[src/rtl/mm_pkg.sv]
// mm_pkg: shared definitions for the matrix-multiply sequencing path.
//   - instruction field positions (selects, N, flags, start addresses)
//   - buffer select encodings
//   - dispatcher state enum
//   - one-hot helper used by the instruction checker
package mm_pkg;

  localparam int INSTR_W = 128;

  localparam int IN_SEL_LSB   = 1;
  localparam int IN_SEL_MSB   = 4;
  localparam int RELU_BIT     = 5;
  localparam int ACC_BIT      = 6;
  localparam int OUT_SEL_LSB  = 7;
  localparam int OUT_SEL_MSB  = 10;
  localparam int BIAS_BIT     = 11;
  localparam int SRC_ADDR_LSB = 12;
  localparam int SRC_ADDR_MSB = 43;
  localparam int DST_ADDR_LSB = 44;
  localparam int DST_ADDR_MSB = 75;
  localparam int N_LSB        = 110;
  localparam int N_MSB        = 127;

  localparam logic [3:0] SEL_1A = 4'b0001;
  localparam logic [3:0] SEL_1B = 4'b0010;
  localparam logic [3:0] SEL_2A = 4'b0100;
  localparam logic [3:0] SEL_2B = 4'b1000;

  typedef enum logic [2:0] {
    ST_IDLE,
    ST_CHECK,
    ST_ISSUE,
    ST_WAIT,
    ST_DONE
  } mm_disp_state_t;

  function automatic logic is_onehot4(input logic [3:0] v);
    return (v != 4'b0000) && ((v & (v - 4'd1)) == 4'b0000);
  endfunction

endpackage

[src/rtl/mm_instr_check.sv]
// mm_instr_check: combinational legality check of a 128-bit MM instruction.
//   instr_i  : instruction word
//   legal    : selects are valid (input one-hot, output is a bank-2 buffer,
//              source and destination differ)
//   n_zero   : N field is zero (legal no-op)
module mm_instr_check
  import mm_pkg::*;
(
  input  logic [INSTR_W-1:0] instr_i,
  output logic               legal,
  output logic               n_zero
);

  logic [3:0] in_sel;
  logic [3:0] out_sel;
  logic       out_ok;
  logic       unused_bits;

  assign in_sel  = instr_i[IN_SEL_MSB:IN_SEL_LSB];
  assign out_sel = instr_i[OUT_SEL_MSB:OUT_SEL_LSB];
  assign out_ok  = (out_sel == SEL_2A) || (out_sel == SEL_2B);

  assign legal  = is_onehot4(in_sel) && out_ok && (in_sel != out_sel);
  assign n_zero = (instr_i[N_MSB:N_LSB] == '0);

  // Remaining fields are consumed by mm_top, not checked here.
  assign unused_bits = ^instr_i;

endmodule

[src/rtl/mm_dispatch.sv]
// mm_dispatch: accepts MM instructions from fetch, validates them, issues
// them to mm_top and waits for completion under watchdog supervision.
//   ap_clk / areset (async, active-low)
//   instr_in, instr_in_valid, instr_in_ready : fetch handshake
//   instruction_to_mm, valid_to_mm, done_from_mm : mm_top interface
//   done_out : completion pulse to the top controller
//   timeout_cycles : watchdog limit (0 = disabled)
//   clear_err, err_illegal, err_timeout : sticky error flags
//   busy, instr_count, busy_cycles : status and saturating counters
//
// state  | meaning
// IDLE   | ready for an instruction, latch on valid
// CHECK  | validate latched instruction
// ISSUE  | start pulse to mm_top, clear watchdog
// WAIT   | wait for done_from_mm or watchdog expiry
// DONE   | completion pulse, count instruction
module mm_dispatch
  import mm_pkg::*;
#(
  parameter int CNT_W = 32,
  parameter int TO_W  = 24
) (
  input  logic               ap_clk,
  input  logic               areset,
  input  logic [INSTR_W-1:0] instr_in,
  input  logic               instr_in_valid,
  output logic               instr_in_ready,
  output logic [INSTR_W-1:0] instruction_to_mm,
  output logic               valid_to_mm,
  input  logic               done_from_mm,
  output logic               done_out,
  input  logic [TO_W-1:0]    timeout_cycles,
  input  logic               clear_err,
  output logic               err_illegal,
  output logic               err_timeout,
  output logic               busy,
  output logic [CNT_W-1:0]   instr_count,
  output logic [CNT_W-1:0]   busy_cycles
);

  mm_disp_state_t     state_q, state_d;
  logic [INSTR_W-1:0] instr_q, instr_d;
  logic [TO_W-1:0]    wd_q, wd_d;
  logic               err_ill_q, err_ill_d;
  logic               err_to_q, err_to_d;
  logic [CNT_W-1:0]   icnt_q, icnt_d;
  logic [CNT_W-1:0]   bcnt_q, bcnt_d;
  logic               legal, n_zero;
  logic               set_ill, set_to;

  mm_instr_check u_check (
    .instr_i (instr_q),
    .legal   (legal),
    .n_zero  (n_zero)
  );

  always_comb begin
    state_d = state_q;
    instr_d = instr_q;
    wd_d    = wd_q;
    set_ill = 1'b0;
    set_to  = 1'b0;
    case (state_q)
      ST_IDLE: begin
        if (instr_in_valid) begin
          instr_d = instr_in;
          state_d = ST_CHECK;
        end
      end
      ST_CHECK: begin
        if (!legal) begin
          set_ill = 1'b1;
          state_d = ST_DONE;
        end else if (n_zero) begin
          state_d = ST_DONE;
        end else begin
          state_d = ST_ISSUE;
        end
      end
      ST_ISSUE: begin
        wd_d    = '0;
        state_d = ST_WAIT;
      end
      ST_WAIT: begin
        // done takes priority over a coincident watchdog expiry
        if (done_from_mm) begin
          state_d = ST_DONE;
        end else if ((timeout_cycles != '0) &&
                     (wd_q == timeout_cycles - TO_W'(1))) begin
          set_to  = 1'b1;
          state_d = ST_DONE;
        end else begin
          wd_d = wd_q + TO_W'(1);
        end
      end
      ST_DONE:  state_d = ST_IDLE;
      default:  state_d = ST_IDLE;
    endcase
  end

  always_comb begin
    // a set in the same cycle as clear_err wins
    err_ill_d = set_ill | (err_ill_q & ~clear_err);
    err_to_d  = set_to  | (err_to_q  & ~clear_err);
    icnt_d    = icnt_q;
    if ((state_q == ST_DONE) && (icnt_q != '1)) icnt_d = icnt_q + CNT_W'(1);
    bcnt_d    = bcnt_q;
    if ((state_q != ST_IDLE) && (bcnt_q != '1)) bcnt_d = bcnt_q + CNT_W'(1);
  end

  always_ff @(posedge ap_clk or negedge areset) begin
    if (!areset) begin
      state_q   <= ST_IDLE;
      instr_q   <= '0;
      wd_q      <= '0;
      err_ill_q <= 1'b0;
      err_to_q  <= 1'b0;
      icnt_q    <= '0;
      bcnt_q    <= '0;
    end else begin
      state_q   <= state_d;
      instr_q   <= instr_d;
      wd_q      <= wd_d;
      err_ill_q <= err_ill_d;
      err_to_q  <= err_to_d;
      icnt_q    <= icnt_d;
      bcnt_q    <= bcnt_d;
    end
  end

  assign instr_in_ready    = (state_q == ST_IDLE);
  assign valid_to_mm       = (state_q == ST_ISSUE);
  assign done_out          = (state_q == ST_DONE);
  assign busy              = (state_q != ST_IDLE);
  assign instruction_to_mm = instr_q;
  assign err_illegal       = err_ill_q;
  assign err_timeout       = err_to_q;
  assign instr_count       = icnt_q;
  assign busy_cycles       = bcnt_q;

endmodule

[config.mk]
export PLATFORM = sky130hd
export DESIGN_NAME = mm_dispatch
export DESIGN_NICKNAME = d
export VERILOG_FILES = /design/src/rtl/mm_pkg.sv /design/src/rtl/mm_instr_check.sv /design/src/rtl/mm_dispatch.sv
export SDC_FILE = /design/constraint.sdc
export NUM_CORES = 1
export LEC_CHECK = 0
export CAP_MARGIN = 20
export CORE_ASPECT_RATIO = 1.5
export CORE_MARGIN = 3
export CORE_UTILIZATION = 45
export DETAILED_ROUTE_END_ITERATION = 10
export GPL_TIMING_DRIVEN = 1
export PLACE_DENSITY = 0.79
export REMOVE_ABC_BUFFERS = 1
export SLEW_MARGIN = 25
export SYNTH_ARGS = -nofsm -noshare
export SYNTH_HDL_FRONTEND = slang
export SYNTH_HIERARCHICAL = 1
export SYNTH_SLANG_ARGS = --single-unit
[constraint.sdc]
create_clock -name ap_clk -period 4 [get_ports ap_clk]
set_input_delay 0.6 -clock ap_clk [delete_from_list [all_inputs] [get_ports ap_clk]]
set_output_delay 0.6 -clock ap_clk [all_outputs]
set_load 0.005 [all_outputs]
======== After elaboration in Yosys (flattened, before gate mapping) ========
Cells that the tools add are included.
operators by class
  add/subtract/negate cells ............... 5
  eq/ne operators ......................... 14
  multiplexer cells ....................... 14
  bitwise operators ....................... 6
  reductions and logical operators ........ 17
operator list
  cell                                                                   number
  32-bit by 1-bit adder with 32-bit output (second input constant)       2
  32-bit != test (second input constant)                                 2
  24-bit 2-to-1 mux                                                      2
  24-bit case mux with 2 select lines                                    1
  24-bit by 1-bit adder with 24-bit output (second input constant)       1
  24-bit == test                                                         1
  24-bit nonzero test                                                    1
  24-bit by 1-bit subtractor with 24-bit output (second input constant)  1
  18-bit zero test                                                       1
  3-bit 2-to-1 mux                                                       5
  3-bit case mux with 4 select lines                                     1
  3-bit by 2-bit == test with 1-bit output (second input constant)       2
  1-bit logical AND                                                      6
  2-bit != test (second input constant)                                  3
  1-bit 2-to-1 mux                                                       5
  4-bit bitwise AND                                                      1
  4-bit by 3-bit == test with 1-bit output (second input constant)       1
  4-bit == test (second input constant)                                  1
  4-bit zero test                                                        1
  4-bit != test                                                          1
  2-bit AND reduction                                                    2
  4-bit nonzero test                                                     1
  4-bit by 1-bit subtractor with 4-bit output (second input constant)    1
  3-bit by 1-bit == test with 1-bit output (second input constant)       1
  10 further kinds                                                       12
storage, ports and cells
  register bits ........................... 221
  input port bits ......................... 157

======== Logic depth before layout (Yosys ltp) ========
Gate-level depths: netlist (run 1).
  depth after elaboration ................. 9
  gate-level depth with buffers ........... 11
  gate-level depth less buffers ........... 10

======== Hierarchy ========
The synthesis (run 1) kept the hierarchy.
modules (own cells, without submodules)
  module          times used  cells an instance  area each (µm²)  sequential area each (µm²)
  mm_dispatch     1           900                10570.1          5530.3
  mm_instr_check  1           15                 96.3             0.0

======== Worst setup path after synthesis (run 1) ========
Ideal clock, no wire load.
  kind .................................... input port to flip-flop
  start point ............................. input timeout_cycles[0]
  end point ............................... register wd_q[2]
  arrival time ............................ 3.404 ns
  data required time ...................... 3.868 ns
  path slack .............................. 0.464 ns
  stages .................................. 11
  path buffers ............................ 1
  cells stage by stage .................... inv_1 ha_1 or3b_1 or4_4 nor4_2 o22ai_1 a2111o_1 or4_4 buf_6 a41oi_1 a211oi_1
between the ends
  cells in the longest elaborated chain, start to end .. 5
  elaborated cells on any way between the ends .. 6
RTL lines
  item                                           line                text
  start: declaration                             mm_dispatch.sv:32   input logic [TO_W-1:0] timeout_cycles,
  24-bit by 1-bit subtractor with 24-bit output  mm_dispatch.sv:89   (wd_q == timeout_cycles - TO_W'(1))) begin
  24-bit == test                                 mm_dispatch.sv:89
  1-bit logical AND (*)                          mm_dispatch.sv:88   end else if ((timeout_cycles != '0) &&
  2-bit != test (no source line) (*)             -
  3-bit AND reduction (no source line) (*)       -
  end signal: assignment                         mm_dispatch.sv:123  wd_q <= wd_d;
  end: declaration                               mm_dispatch.sv:43   logic [TO_W-1:0] wd_q, wd_d;
Every way passes the cells marked *; elsewhere a longest branch is shown, timed or not.
A chain may end at the register's enable or synchronous reset.

======== Final worst setup path (run 1) ========
  start point ............................. input timeout_cycles[1]
  end point ............................... register wd_q[2]
Same word-level chain as after synthesis.

==> results of run 1 <==
==> per-stage QoR <==
stage / utilization / setup WS, ps
6_report: 0.667 / 446
3_3_place_gp: 0.635 / -19.8
5_1_grt: 0.667 / 318
2_1_floorplan: - / -858
3_5_place_dp: 0.635 / -78.0
4_1_cts: 0.667 / 446
==> area by class of cell <==
class                           count  area (µm²)  share of cell area
Inverter                           18        67.6             0.00437
Tap cell                          315         394              0.0255
Multi-Input combinational cell    632        4880               0.316
Timing Repair Buffer              389        3840               0.248
Sequential cell                   221        5530               0.358
Clock buffer                       31         654              0.0424
Clock inverter                      9        86.3             0.00559
==> how the worst max path moves through the flow <==
stage	slack, ps	depth (start not counted)	from	end
floorplan	-860	4	state_q[0]	instruction_to_mm[0]
global placement	-20	11	timeout_cycles[0]	wd_q[2]
detailed placement	-80	11	timeout_cycles[1]	wd_q[2]
CTS	450	11	timeout_cycles[1]	wd_q[2]
global route	320	11	timeout_cycles[0]	wd_q[2]
finish	450	11	timeout_cycles[1]	wd_q[2]
==> cells in the final DEF, fill, tap and decap left out, types with 10 or more instances in the layout <==
cell / n
xnor2_1: 60
clkbuf_16: 22
xor2_1: 35
nand2b_1: 10
buf_4: 33
nand3_1: 41
dfrtp_1: 221
or4_1: 12
nor4_1: 14
inv_1: 18
a21oi_1: 13
mux2_2: 131
clkdlybuf4s50_1: 353
nor3_1: 27
and2_1: 13
and3_1: 19
o211ai_1: 11
nand2_1: 55
and4_1: 11
nand4_1: 27
nor2_1: 32
==> registers in the layout, indices dropped and copies added (netlist names) <==
register / flops
state_q: 3
busy_cycles: 32
wd_q: 24
instr_count: 32
instruction_to_mm: 128
err_timeout: 1
err_illegal: 1
==> report_power, final <==
part	switching [mW]	total [mW]	internal (mW)
Combinational	1.62	4.24	2.62
Sequential	0.709	3.80	3.09
Clock	0.878	2.09	1.21
==> cell families (layout without fill, tap and decap cells) <==
| kind of cell | count (synthesis) | count (layout) |
|---|---|---|
| and+or+nand+nor | 315 | 315 |
| adders and majority gates | 5 | 5 |
| xor gates and xnor gates | 95 | 95 |
| AOI/OAI and AO/OA | 79 | 79 |
| DFF | 221 | 221 |
| buffers and inverters | 62 | 447 |
| muxes | 138 | 138 |
==> routing by layer <==
metal / share of wire / up-vias / global-route usage
li1: - / 4068 / -
met2: 0.54 / 316 / 0.455
met1: 0.37 / 4359 / 0.266
met5: 0 / - / 0
met4: 0.032 / 0 / 0.0779
met3: 0.064 / 62 / 0.0590
==> impl_metrics.yaml, run 1 <==
placed_design:
  dp.cells: 1575
  dp_hpwl_um: 23800
  gp_congestion: 0.884
  io_buffers: 354
  place_area_um2: 14700
floorplanning:
  row_count: 68
  fp.dieArea_um2: 25600
  die_h_um: 195
  core_um2: 23100
  die_x_um: 132
  start_util: 0.461
  io_pins: 355
yosys:
  synth_compound_area_frac: 0.0556
  yosys.area_share.adder: 0.00587
  netlist.area_leader.share: 0.518
  yosysSeqAreaShare: 0.518
  synth_xor_area_frac: 0.0780
  synth_seq_cells: 221
  async_flop_share: 1.00
  synth_most_common_cell: "dfrtp_1"
  dominantRegCellSynth: "dfrtp_1"
  synth_top_area_cell: "dfrtp_1"
  synth_warnings: 6
  synth_cells: 915
  synth_area_leaders: "dfrtp_1 (52%), mux2_2 (14%), xnor2_1 (4.9%), xor2_1 (2.9%), nand2_1 (1.9%)"
  synth_top_family_by_area: "simple AND/OR/NAND/NOR gates"
  synth.avg_cell_area_um2: 11.7
  synthMuxAreaShare: 0.145
  ys_top_cells_by_count: "dfrtp_1 (221), mux2_2 (131), xnor2_1 (60)"
  synth-edff-count: 0
  synth_area_um2: 10700
  synthSimpleGateAreaFrac: 0.173
  ys_types: 67
sta:
  timing.hold.ws_ps: 90.0
  hold_viol: 0
  fin_crit_sh: 0.888
  fin_tns_setup_ps: 0
  tightestPinTransition_ps: 818
  finalCriticalPeriod_ps: 3550
  fmax_mhz: 281
  skew_ps: 15.4
  slew_headroom: 0.455
  slew_violations: 0
  setup_viol: 0
  rsz0062_at_grt: "false"
critical_path:
  cp_slowest_cell: "or4_4"
  critical_path_required_ps: 4380
  cp_num_buf_inv: 2
  rr_worst_depth: 8
  reg2reg_from: "wd_q[3]"
  r2r_end: "wd_q[2]"
  worstPathArrival_ps: 3930
  path_delay_family: "simple AND/OR/NAND/NOR gates"
  rrSetupSlack_ps: 840
  path_class: "in -> reg"
  crit_path_end_kind: "register"
  cp_max_fo: 13
  slowest_delay_ps: 650
  cp-start-kind: "primary input"
  path_cells: "clkdlybuf4s50_1 -> inv_1 -> ha_1 -> or3b_1 -> or4_4 -> nor4_2 -> o22ai_1 -> a2111o_1 -> or4_4 -> a41oi_1 -> a211oi_1"
  cp_common_cell: "or4_4"
final_layout:
  areaGrowthSynthToFinish_pct: 44.8
  layout.cells.non_filler: 1615
  nFillCells: 1818
  antenna_cells: 0
  stdcell_area_um2: 15400
  drive_above_1_share: 0.175
  nets: 1446
global_routing:
  grt_use_total: 0.242
  grt_pass1_vias: 9291
  grt_pass1_wl_um: 50500
  grt_max_degree: 96
  antenna_found_initial: 0
  grt-ovfl-total: 0
routing:
  viasPerCell: 5.45
  drc: 0
  wl_per_cell_um: 19.7
  routed_wl_um: 31800
  ant_nets: 0
  via_count: 8805
  drt-initial-drc-count: 544
  drtPass1Iterations: 7
power:
  leakagePower_nw: 6.26
  p_per_area_nw_per_um2: 656
  vdd_drop_max_mv: 0.546
  p_total_mw: 10.1
cts:
  cts_resized: 0
  numCtsBuffers: 22
  cts_sinks: 221
  cts_tree: "done"
  path_clk_slew_ps: 70
  clk_latency_ps: 510
  clockRootBuffer: "clkbuf_16"
  hold_buffers: 0
  clockBufferDepth: 3
  postCtsSetupBuffers: 0
  cts_max_level: 1
flow_run:
  max-cap-violations: 0
min_path:
  hold_class: "in -> async"
outcome:
  status: "finished, final reports clean"
Power figures use the tool's default switching activity.
==> run 2, diff against run 1 <==
--- a/config.mk
+++ b/config.mk
@@ -9,6 +9,7 @@
 export CORE_ASPECT_RATIO = 1.5
 export CORE_MARGIN = 3
 export CORE_UTILIZATION = 45
+export CTS_CLUSTER_DIAMETER = 50
 export DETAILED_ROUTE_END_ITERATION = 10
 export GPL_TIMING_DRIVEN = 1
 export PLACE_DENSITY = 0.79
==> results of run 2 <==
The final DEF is identical to that of run 1; final timing and power are the same.
==> run 3, diff against run 2 <==
--- a/config.mk
+++ b/config.mk
@@ -9,6 +9,7 @@
 export CORE_ASPECT_RATIO = 1.5
 export CORE_MARGIN = 3
 export CORE_UTILIZATION = 45
+export CTS_BUF_LIST = sky130_fd_sc_hd__clkbuf_8
 export CTS_CLUSTER_DIAMETER = 50
 export DETAILED_ROUTE_END_ITERATION = 10
 export GPL_TIMING_DRIVEN = 1
==> run 3 against run 2 <==
Net effect:
- setup slack improved by 19 ps
- die area unchanged
- global-route usage increased by 0.46 points
- wire length increased by 0.57%
- clock-buffer cell count increased by 9
- cell count increased by 0.93%
- register-to-register slack about the same
- total power decreased by 3.0%
- highest routed layer unchanged
==> impl_metrics.yaml, run 3 (synthesis results as in run 1) <==
floorplanning:
  fp.dieArea_um2: 25600
  row_count: 68
  start_util: 0.461
  core_um2: 23100
  die_h_um: 195
  die_x_um: 132
  io_pins: 355
cts:
  clockRootBuffer: "clkbuf_8"
  clockBufferDepth: 3
  clk_latency_ps: 530
  postCtsSetupBuffers: 0
  hold_buffers: 0
  cts_resized: 0
  cts_tree: "done"
  cts_sinks: 221
  cts_max_level: 2
  numCtsBuffers: 36
  path_clk_slew_ps: 60
flow_run:
  max-cap-violations: 0
final_layout:
  antenna_cells: 0
  areaGrowthSynthToFinish_pct: 43.7
  largest_reg_flops: 128
  layout_common_cells: "clkdlybuf4s50_1 (353), dfrtp_1 (221), mux2_2 (131), xnor2_1 (60), nand2_1 (55)"
  final_common_cell: "clkdlybuf4s50_1"
  drive_above_1_share: 0.177
  nets: 1460
  stdcell_area_um2: 15300
global_routing:
  grt-ovfl-total: 0
  grt_pass1_vias: 9458
  grt_max_degree: 96
  antenna_found_initial: 0
  grt_use_total: 0.247
  grt_pass1_wl_um: 50900
critical_path:
  worstPathArrival_ps: 3930
  crit_path_end_kind: "register"
  cp-start-kind: "primary input"
  path_class: "in -> reg"
  rr_worst_depth: 8
  cp_max_fo: 13
  critical_path_required_ps: 4400
  rrSetupSlack_ps: 850
sta:
  fin_tns_setup_ps: 0
  hold_viol: 0
  fmax_mhz: 283
  timing.hold.ws_ps: 82.4
  skew_ps: 14.5
  fin_crit_sh: 0.884
  rsz0062_at_grt: "false"
  slew_violations: 0
  slew_headroom: 0.458
  finalCriticalPeriod_ps: 3530
  tightestPinTransition_ps: 813
  setup_viol: 0
power:
  vdd_drop_max_mv: 0.460
  p_per_area_nw_per_um2: 641
  leakagePower_nw: 6.25
routing:
  drtPass1Iterations: 5
  wl_per_cell_um: 19.6
  via_count: 8840
  drt-initial-drc-count: 496
  ant_nets: 0
  drc: 0
  viasPerCell: 5.42
  routed_wl_um: 32000
placed_design:
  place_area_um2: 14700
  io_buffers: 354
  dp_hpwl_um: 23800
  gp_congestion: 0.884
min_path:
  hold_class: "in -> async"
outcome:
  status: "finished, final reports clean"
run 3: changes by cell type in the layout (fill, tap and decap cells not counted), sizes merged:
cell,delta
bufinv,-1
clkbuf,+9
clkinv,-5
inv,+12
run 3: area by class of cell:
type,count,area [µm²]
Clock inverter,15,70.1
Tap cell,315,394
Multi-Input combinational cell,632,4880
Timing Repair Buffer,389,3840
Inverter,18,67.6
Clock buffer,40,551
Sequential cell,221,5530
Fill cell,1837,7820
run 3: worst paths after layout:
path,startpoint,to
min,areset,instruction_to_mm[54]
min reg2reg,instr_count[4],instr_count[4]
max reg2reg,wd_q[3],wd_q[2]
min in group ap_clk,instr_count[4],instr_count[4]
max,timeout_cycles[1],wd_q[2]
max in group asynchronous,areset,instruction_to_mm[23]
run 3: critical path: stages:
cell	delay, ps
clkdlybuf4s50_1	420
inv_1	80
ha_1	150
or3b_1	360
or4_4	550
nor4_2	230
o22ai_1	120
a2111o_1	430
or4_4	650
a41oi_1	250
a211oi_1	60
run 3: stage by stage:
stage	instances	worst slack, ps	util	power [mW]
floorplan	871	-858	-	5.70
global placement	1575	-19.8	0.635	7.95
detailed placement	1575	-78.0	0.635	8.06
CTS	1630	486	0.662	9.91
global route	1630	353	0.662	10.4
finish	1630	465	0.662	9.82
run 3: report_power, final:
| group | internal [mW] | switching [mW] | leakage, nW |
|---|---|---|---|
| clock network | 0.908 | 0.881 | 0.355 |
| logic | 2.62 | 1.62 | 3.19 |
| registers | 3.09 | 0.706 | 2.71 |
| total | 6.62 | 3.20 | 6.25 |
run 3: routing by layer:
layer  wire [µm]  global-route usage  vias up
li1            -                   -     4082
met1       11500               0.264     4356
met2       17000               0.453      325
met3        2170              0.0702       77
met4        1230               0.103        0
met5           0                   0        -
